[src/rtl/xspi_8s_if.sv]
// Host request/response and octal IO bus of the 8S-8S-8S xSPI master.
// The master modport is the controller's view; the slave modport is the host plus flash side.
interface xspi_8s_if;
  logic        start;
  logic [7:0]  command;
  logic [47:0] address;
  logic [63:0] wr_data;
  logic        busy;
  logic        done;
  logic        err;
  logic [63:0] rd_data;
  logic        cs_n;
  logic        sck;
  logic [7:0]  io_out;
  logic        io_oe;
  logic [7:0]  io_in;

  modport master (
    input  start, command, address, wr_data, io_in,
    output busy, done, err, rd_data, cs_n, sck, io_out, io_oe
  );

  modport slave (
    output start, command, address, wr_data, io_in,
    input  busy, done, err, rd_data, cs_n, sck, io_out, io_oe
  );
endinterface

[src/rtl/xspi_8s_master.sv]
// Octal-SDR xSPI master: command, 6 address bytes, then 8 write bytes or dummy + 8 read bytes.
// One SCK period is two clk cycles; a byte changes on the edge that drives sck low.
module xspi_8s_master #(
  parameter int unsigned DUMMY_CYCLES   = 4,
  parameter int unsigned CS_HIGH_CYCLES = 2
) (
  input logic        clk,
  input logic        rst_n,
  xspi_8s_if.master  bus
);

  typedef enum logic [2:0] {
    StIdle, StCmd, StAddr, StDummy, StWdata, StRdata, StCsHigh, StDone
  } state_e;

  localparam logic [7:0] CmdWrite  = 8'hA5;
  localparam logic [7:0] CmdRead   = 8'hFF;
  localparam logic [3:0] DummyLast = 4'(DUMMY_CYCLES - 1);
  localparam logic [3:0] CsLast    = 4'(CS_HIGH_CYCLES - 1);

  state_e      state_q, state_d;
  logic        ph_q, ph_d;
  logic [3:0]  cnt_q, cnt_d;
  logic        cs_n_q, cs_n_d;
  logic [7:0]  cmd_q, cmd_d;
  logic [47:0] addr_q, addr_d;
  logic [63:0] wdat_q, wdat_d;
  logic [63:0] rx_q, rx_d;
  logic [63:0] rd_q, rd_d;

  logic is_read, is_write;
  assign is_read  = (cmd_q == CmdRead);
  assign is_write = (cmd_q == CmdWrite);

  always_ff @(posedge clk or negedge rst_n) begin
    if (!rst_n) begin
      state_q <= StIdle;
      ph_q    <= 1'b0;
      cnt_q   <= '0;
      cs_n_q  <= 1'b1;
      cmd_q   <= '0;
      addr_q  <= '0;
      wdat_q  <= '0;
      rx_q    <= '0;
      rd_q    <= '0;
    end else begin
      state_q <= state_d;
      ph_q    <= ph_d;
      cnt_q   <= cnt_d;
      cs_n_q  <= cs_n_d;
      cmd_q   <= cmd_d;
      addr_q  <= addr_d;
      wdat_q  <= wdat_d;
      rx_q    <= rx_d;
      rd_q    <= rd_d;
    end
  end

  // ph_q is the SCK level itself; it is forced low outside the active states so sck stays clean.
  always_comb begin
    state_d = state_q;
    ph_d    = ph_q;
    cnt_d   = cnt_q;
    cs_n_d  = cs_n_q;
    cmd_d   = cmd_q;
    addr_d  = addr_q;
    wdat_d  = wdat_q;
    rx_d    = rx_q;
    rd_d    = rd_q;
    unique case (state_q)
      StIdle: begin
        ph_d = 1'b0;
        if (bus.start) begin
          cmd_d   = bus.command;
          addr_d  = bus.address;
          wdat_d  = bus.wr_data;
          cnt_d   = '0;
          cs_n_d  = 1'b0;
          state_d = StCmd;
        end
      end
      StCmd: begin
        ph_d = ~ph_q;
        if (ph_q) begin
          cnt_d   = '0;
          state_d = StAddr;
        end
      end
      StAddr: begin
        ph_d = ~ph_q;
        if (ph_q) begin
          addr_d = addr_q << 8;
          cnt_d  = cnt_q + 4'd1;
          if (cnt_q == 4'd5) begin
            cnt_d = '0;
            if (is_write) begin
              state_d = StWdata;
            end else if (is_read) begin
              state_d = StDummy;
            end else begin
              cs_n_d  = 1'b1;
              state_d = StCsHigh;
            end
          end
        end
      end
      StDummy: begin
        ph_d = ~ph_q;
        if (ph_q) begin
          cnt_d = cnt_q + 4'd1;
          if (cnt_q == DummyLast) begin
            cnt_d   = '0;
            state_d = StRdata;
          end
        end
      end
      StWdata: begin
        ph_d = ~ph_q;
        if (ph_q) begin
          wdat_d = wdat_q << 8;
          cnt_d  = cnt_q + 4'd1;
          if (cnt_q == 4'd7) begin
            cnt_d   = '0;
            cs_n_d  = 1'b1;
            state_d = StCsHigh;
          end
        end
      end
      StRdata: begin
        ph_d = ~ph_q;
        if (ph_q) begin
          rx_d  = {rx_q[55:0], bus.io_in};
          cnt_d = cnt_q + 4'd1;
          if (cnt_q == 4'd7) begin
            cnt_d   = '0;
            cs_n_d  = 1'b1;
            state_d = StCsHigh;
          end
        end
      end
      StCsHigh: begin
        ph_d  = 1'b0;
        cnt_d = cnt_q + 4'd1;
        if (cnt_q == CsLast) begin
          cnt_d   = '0;
          state_d = StDone;
          if (is_read) begin
            rd_d = rx_q;
          end
        end
      end
      StDone: begin
        ph_d    = 1'b0;
        state_d = StIdle;
      end
      default: begin
        ph_d    = 1'b0;
        cs_n_d  = 1'b1;
        state_d = StIdle;
      end
    endcase
  end

  always_comb begin
    bus.io_oe  = 1'b0;
    bus.io_out = 8'h00;
    unique case (state_q)
      StCmd: begin
        bus.io_oe  = 1'b1;
        bus.io_out = cmd_q;
      end
      StAddr: begin
        bus.io_oe  = 1'b1;
        bus.io_out = addr_q[47:40];
      end
      StWdata: begin
        bus.io_oe  = 1'b1;
        bus.io_out = wdat_q[63:56];
      end
      default: begin
        bus.io_oe  = 1'b0;
        bus.io_out = 8'h00;
      end
    endcase
    bus.busy    = (state_q != StIdle) && (state_q != StDone);
    bus.done    = (state_q == StDone);
    bus.err     = (state_q == StDone) && !is_read && !is_write;
    bus.cs_n    = cs_n_q;
    bus.sck     = ph_q;
    bus.rd_data = rd_q;
  end

endmodule

[src/flat_wrapper.sv]
// flat-port wrapper written by rule: the top's interface ports become plain ports
module xspi_8s_master_flat 
#(
  parameter int unsigned DUMMY_CYCLES   = 4,
  parameter int unsigned CS_HIGH_CYCLES = 2
)
  (clk, rst_n, bus_start, bus_command, bus_address, bus_wr_data, bus_io_in, bus_busy, bus_done, bus_err, bus_rd_data, bus_cs_n, bus_sck, bus_io_out, bus_io_oe);
  xspi_8s_if bus_i ();
  input logic clk;
  input logic rst_n;
  input wire logic [$bits(bus_i.start)-1:0] bus_start;
  input wire logic [$bits(bus_i.command)-1:0] bus_command;
  input wire logic [$bits(bus_i.address)-1:0] bus_address;
  input wire logic [$bits(bus_i.wr_data)-1:0] bus_wr_data;
  input wire logic [$bits(bus_i.io_in)-1:0] bus_io_in;
  output wire logic [$bits(bus_i.busy)-1:0] bus_busy;
  output wire logic [$bits(bus_i.done)-1:0] bus_done;
  output wire logic [$bits(bus_i.err)-1:0] bus_err;
  output wire logic [$bits(bus_i.rd_data)-1:0] bus_rd_data;
  output wire logic [$bits(bus_i.cs_n)-1:0] bus_cs_n;
  output wire logic [$bits(bus_i.sck)-1:0] bus_sck;
  output wire logic [$bits(bus_i.io_out)-1:0] bus_io_out;
  output wire logic [$bits(bus_i.io_oe)-1:0] bus_io_oe;
  assign bus_i.start = bus_start;
  assign bus_i.command = bus_command;
  assign bus_i.address = bus_address;
  assign bus_i.wr_data = bus_wr_data;
  assign bus_i.io_in = bus_io_in;
  assign bus_busy = bus_i.busy;
  assign bus_done = bus_i.done;
  assign bus_err = bus_i.err;
  assign bus_rd_data = bus_i.rd_data;
  assign bus_cs_n = bus_i.cs_n;
  assign bus_sck = bus_i.sck;
  assign bus_io_out = bus_i.io_out;
  assign bus_io_oe = bus_i.io_oe;
  xspi_8s_master #(.DUMMY_CYCLES(DUMMY_CYCLES), .CS_HIGH_CYCLES(CS_HIGH_CYCLES)) u_core (.clk(clk), .rst_n(rst_n), .bus(bus_i));
endmodule
[config.mk]
export PLATFORM = sky130hd
export DESIGN_NAME = xspi_8s_master_flat
export DESIGN_NICKNAME = d
export VERILOG_FILES = /design/src/rtl/xspi_8s_if.sv /design/src/rtl/xspi_8s_master.sv /design/src/flat_wrapper.sv
export SDC_FILE = /design/constraint.sdc
export NUM_CORES = 1
export LEC_CHECK = 0
export ABC_AREA = 1
export CAP_MARGIN = 10
export CORE_ASPECT_RATIO = 0.9
export CORE_MARGIN = 8
export CORE_UTILIZATION = 28
export CTS_BUF_LIST = sky130_fd_sc_hd__clkbuf_4
export DETAILED_ROUTE_END_ITERATION = 7
export PLACE_DENSITY = 0.53
export SYNTH_ARGS = -nofsm -noshare
export SYNTH_HDL_FRONTEND = slang
export SYNTH_SLANG_ARGS = --single-unit
[constraint.sdc]
create_clock -name clk -period 2.4 [get_ports clk]
set_input_delay 0.36 -clock clk [delete_from_list [all_inputs] [get_ports clk]]
set_output_delay 0.36 -clock clk [all_outputs]
set_load 0.005 [all_outputs]
* Word level (Yosys, flattened, before mapping) *
Cells that the tools add are included.
W data, S select, Z words.

storage, ports and cells
  register bits after elaboration = 257
  bits of input ports = 131
  output and inout bits = 78
  logic and storage cells = 99

cells by class
  add/sub/neg operators = 1
  equality and inequality tests = 26
  multiplexer cells = 39
  bitwise operators = 1
  reduce and logical (&&, ||, !) cells = 23

operators with widths
  kind                  count
  $mux W64              2
  $pmux W64 S2          1
  $mux W48              2
  $pmux W48 S2          1
  $mux W4               9
  $mux W3               11
  $pmux W4 S6           1
  $pmux W8 S3           1
  $pmux W3 S7           1
  $ne A2 B1 Y1 const B  9
  $eq A8 B8 Y1 const B  2
  $eq A3 B3 Y1 const B  4
  $reduce_and A3 Y1     3
  $reduce_and A9 Y1     1
  $eq A4 B3 Y1 const B  2
  $mux W1               8
  $reduce_and A8 Y1     1
  $eq A3 B2 Y1 const B  2
  $ne A2 B2 Y1 const B  3
  $reduce_and A6 Y1     1
  $reduce_bool A3 Y1    2
  $reduce_bool A6 Y1    1
  $reduce_or A3 Y1      2
  $reduce_or A5 Y1      1
  14 further kinds      19

* Logic depth before layout (Yosys ltp) *
  word-level depth = 6
  depth in mapped cells = 10

* Worst setup path before layout *
Ideal clock, no wire load.

  kind = register to output
  start point = register u_core.state_q[2]
  end point = output bus_io_out[0]
  arrival = 1.231 ns
  data required time = 2.040 ns
  slack = 0.809 ns
  stages on the path, launching flop included = 8
  path buffers = 3
  path through = dfrtp_1 buf_4 inv_2 nor2_4 nand2_2 buf_2 buf_2 o221ai_1

on the way
  word-level cells in the longest chain between the ends = 2
  elaborated cells between the ends (all ways) = 4

ends and longest elaborated chain
  element                                     RTL line               source
  from (decl)                                 xspi_8s_master.sv:21   state_e state_q, state_d;
  from (signal assigned)                      xspi_8s_master.sv:37   state_q <= StIdle;
  from (signal assigned)                      xspi_8s_master.sv:47   state_q <= state_d;
  $eq A3 B3 Y1, or another cell as far along  xspi_8s_master.sv:167  unique case (state_q)
  $pmux W8 S3 (*)                             xspi_8s_master.sv:167
  to (decl)                                   flat_wrapper.sv:22     output wire logic [$bits(bus_i.io_out)-1:0] bus_io_out;

Mark *: on every way between the ends. The rest lies on a longest branch, timed or not.

* Final worst setup path *
  start point = register u_core.state_q[1]
  end point = output bus_io_oe

on the way
  word-level cells in the longest chain between the ends = 3
  elaborated cells between the ends (all ways) = 5

ends and longest elaborated chain
  element                                     RTL line               source
  $eq A3 B1 Y1, or another cell as far along  xspi_8s_master.sv:167
  $reduce_or A3 Y1 (no source line) (*)       n/a
  $mux W1 (*)                                 xspi_8s_master.sv:167
  to (decl)                                   flat_wrapper.sv:23     output wire logic [$bits(bus_i.io_oe)-1:0] bus_io_oe;

Marks and branches as above.

==> run_results.csv <==
group,metric,value,unit
run_status,status,"completed",
power_and_ir_drop,switching_share,37.49,%
floorplanning,rows,71,
worst_setup_path,crit_type,"flip-flop to primary output",
synth,synth.top_cells.by_area,"dfrtp_1 (54%), nand2_1 (10%), o21ai_0 (6.8%), o21ai_2 (6.3%), inv_1 (6.1%)",
detailed_routing,antenna_left,0,
floorplanning,ios,209,
layout,syn2layout_area_growth,32.81,%
synth,yosys_warnings,0,
synth,ys_types,32,
detailed_routing,post_drt_wl_per_cell,14.94,um
grt,grt_remaining_overflow,0,
layout,drive_gt1_share,20.43,%
layout,design_area,15640,um2
synth,async_flop_share,100.0,%
timing,finalSetupViolCount,0,
clock_tree,clock_latency,0.76,ns
synth,syn_area_per_cell,9.106,um2
clock_tree,htreeDepth,3,
timing,rsz0062_at_grt,"yes",
synth,synth-edff-count,0,
placement,dp_worst_setup_slack,0.1816,ns
timing,whs,0.1533,ns
timing,finalCriticalPeriod,2.350,ns
layout,nets,1686,
placement,hpwl,22090,um
floorplanning,core,41660,um2
worst_setup_path,crit_path_max_fanout,7,
detailed_routing,first_pass_iters,5,
floorplanning,start_util,28.26,%
power_and_ir_drop,p_leak,7.059,nW
layout,utilization,37.53,%
detailed_routing,routed_wl,32040,um
synth,synth_flop_cell,"dfrtp_1",
timing,relSlewSlack,46.95,%
floorplanning,die_h,210.5,um
power_and_ir_drop,switchingPower,6.240,mW
timing,slew_violations,0,
detailed_routing,route.detailed.drc,0,
grt,antenna_found_initial,4,
min_path,hold_path_class,"input pin to asynchronous set/reset pin",
timing,final.setup.tns,0,ns
power_and_ir_drop,seqPwrFrac,36.8,%
grt,grt_pass1_vias,9722,
worst_setup_path,critPathCaptureType,"primary output",
power_and_ir_drop,p_int,10.41,mW
power_and_ir_drop,combPwrFrac,37.4,%
power_and_ir_drop,p_per_area,1065,nW/um2
detailed_routing,drtIter0Drc,502,
clock_tree,cts_sinks,257,
grt,grt_max_degree,129,
power_and_ir_drop,pwr-share-clk,25.9,%
detailed_routing,route.vias.total,9351,
synth,syn-cell-area,11770,um2
power_and_ir_drop,worst_ir_drop_vdd,0.6474,mV
detailed_routing,post_drt_via_cell_ratio,4.359,
grt,grt_use_total,13.38,%
clock_tree,numCtsBuffers,73,
floorplanning,die_w,232.2,um
placement,place.port_buffers,208,
synth,netlist.area_leader.share,54.41,%
timing,finClkSkew,0.04607,ns
grt,grt_pass1_wl,52610,um
synth,yosysTopAreaCell,"dfrtp_1",
timing,final.setup.worst_slack,0.05005,ns
timing,period_share,97.91,%
placement,gp_congestion,0.7920,
clock_tree,root_buffer,"clkbuf_4",
clock_tree,clk_path_buf_depth,3,
worst_setup_path,worstPathRequired,2.04,ns
synth,syn_nets,1426,
timing,worst_slew_pin_slew,0.7958,ns
clock_tree,clk_pin_slew,0.06,ns
timing,hold_viol_final,0,
synth,syn_inst,1293,
clock_tree,cts_tree,"done",
worst_setup_path,critPathArrivalTime,1.99,ns
synth,ys_seq_area_share,54.63,%
worst_setup_path,cp-start-kind,"flip-flop",
run,maxCapViolations,0,
timing,fmax,0.4255,GHz
floorplanning,dieArea,48880,um2
synth,synth_seq_cells,257,
placement,placed_cell_area,14360,um2
## layout make-up
type / instances / area, um2
Tap cell: 547 / 684.4
Clock buffer: 100 / 750.7
Timing Repair Buffer: 264 / 2613
Multi-Input combinational cell: 763 / 4213
Clock inverter: 18 / 200.2
Sequential cell: 257 / 6437
Antenna cell: 2 / 5.005
Inverter: 194 / 733.2
Fill cell: 4272 / 26030
## cells in the final DEF, fill, tap and decap left out, drive strengths merged, types with 4 or more instances in the layout
cell / count
nand2: 327
clkdlybuf4s50: 195
bufinv: 5
nand3: 35
o211ai: 41
o21ai: 292
a21oi: 11
buf: 66
clkbuf: 100
nor2: 27
dfrtp: 256
o221ai: 8
clkinv: 12
mux2: 8
nand4: 4
inv: 195
## flip-flops by register name (all words and copies together), names as in the netlist
signal and count:
u_core.addr_q 48, u_core.wdat_q 64, u_core.bus.cs_n 1, u_core.bus.rd_data 64, u_core.cmd_q 8, u_core.cnt_q 4, u_core.state_q 3, u_core.bus.sck 1
u_core.rx_q 64
## through the flow
| stage | std cells | power (mW) |
|---|---|---|
| floorplan | 1293 | 10.13 |
| global placement | 1995 | 11.87 |
| detailed placement | 1995 | 11.97 |
| CTS | 2139 | 16.85 |
| global route | 2145 | 18.05 |
| finish | 2145 | 16.65 |
## logic make-up after synthesis
group	after synthesis	synth area share [%]
adders and majority gates	2	0.2125
buffers and inverters	274	10.75
and+or+nand+nor	398	13.74
DFF	257	54.63
xor gates and xnor gates	2	0.1488
muxes	8	0.7652
AOI/OAI and AO/OA	352	19.74
## layer usage
| metal | vias up | GRT usage, % | part of all wire, % |
|---|---|---|---|
| met4 | 4 | 5.251 | 2.6 |
| met1 | 4341 | 18.00 | 48 |
| met5 | - | 0 | 0.084 |
| li1 | 4718 | - | - |
| met2 | 216 | 19.46 | 43 |
| met3 | 72 | 4.704 | 6.0 |
## worst paths after layout
path                                               start                             to  slack (ns)  cells after the start
min in group clk                          bus_address[6]   u_core.addr_q[6]$_DFFE_PN0P_        0.19                      3
setup reg to reg           u_core.state_q[1]$_DFFE_PN0P_   u_core.wdat_q[7]$_DFFE_PN0P_        0.21                      9
hold reg to reg              u_core.bus.cs_n$_DFFE_PN1P_    u_core.bus.cs_n$_DFFE_PN1P_        0.47                      2
setup / recovery           u_core.state_q[1]$_DFFE_PN0P_                      bus_io_oe        0.05                      6
max in group asynchronous                          rst_n  u_core.wdat_q[24]$_DFFE_PN0P_        1.48                      3
hold / removal                                     rst_n  u_core.addr_q[40]$_DFFE_PN0P_        0.15                      2
## critical path: stages (launching register included)
cell      delay (ns)
dfrtp_2         0.44
buf_6           0.13
nor2_4          0.12
nand2_4         0.09
buf_8           0.14
o211ai_1        0.14
buf_2           0.17
## repair_timing
item,4_1_cts,5_1_grt
buffers inserted,24,5
endpoints found under the hold margin,255,0
cloned,1,0
hold buffers,1,0
pin swaps,10,6
setup endpoints to repair,12,11
resized for setup,79,7
## cell usage after synthesis (all sizes together), types with 3 or more instances
library cell and instances:
nor2 27, inv 194, buf 65, o21ai 292, nor3 3, nand2 326
dfrtp 256, a21oi 11, o211ai 41, o221ai 8, nand4 4, nand3 35
clkbuf 15, nand3b 3, mux2 8
## power groups by stage
| stage | Clock [mW] | Sequential [mW] | Combinational [mW] |
|---|---|---|---|
| floorplan | 0 | 6.05 | 4.08 |
| global placement | 0 | 6.20 | 5.66 |
| detailed placement | 0 | 6.23 | 5.74 |
| CTS | 4.51 | 6.11 | 6.23 |
| global route | 4.75 | 6.26 | 7.03 |
| finish | 4.31 | 6.12 | 6.22 |
Power figures use the tool's default switching activity.
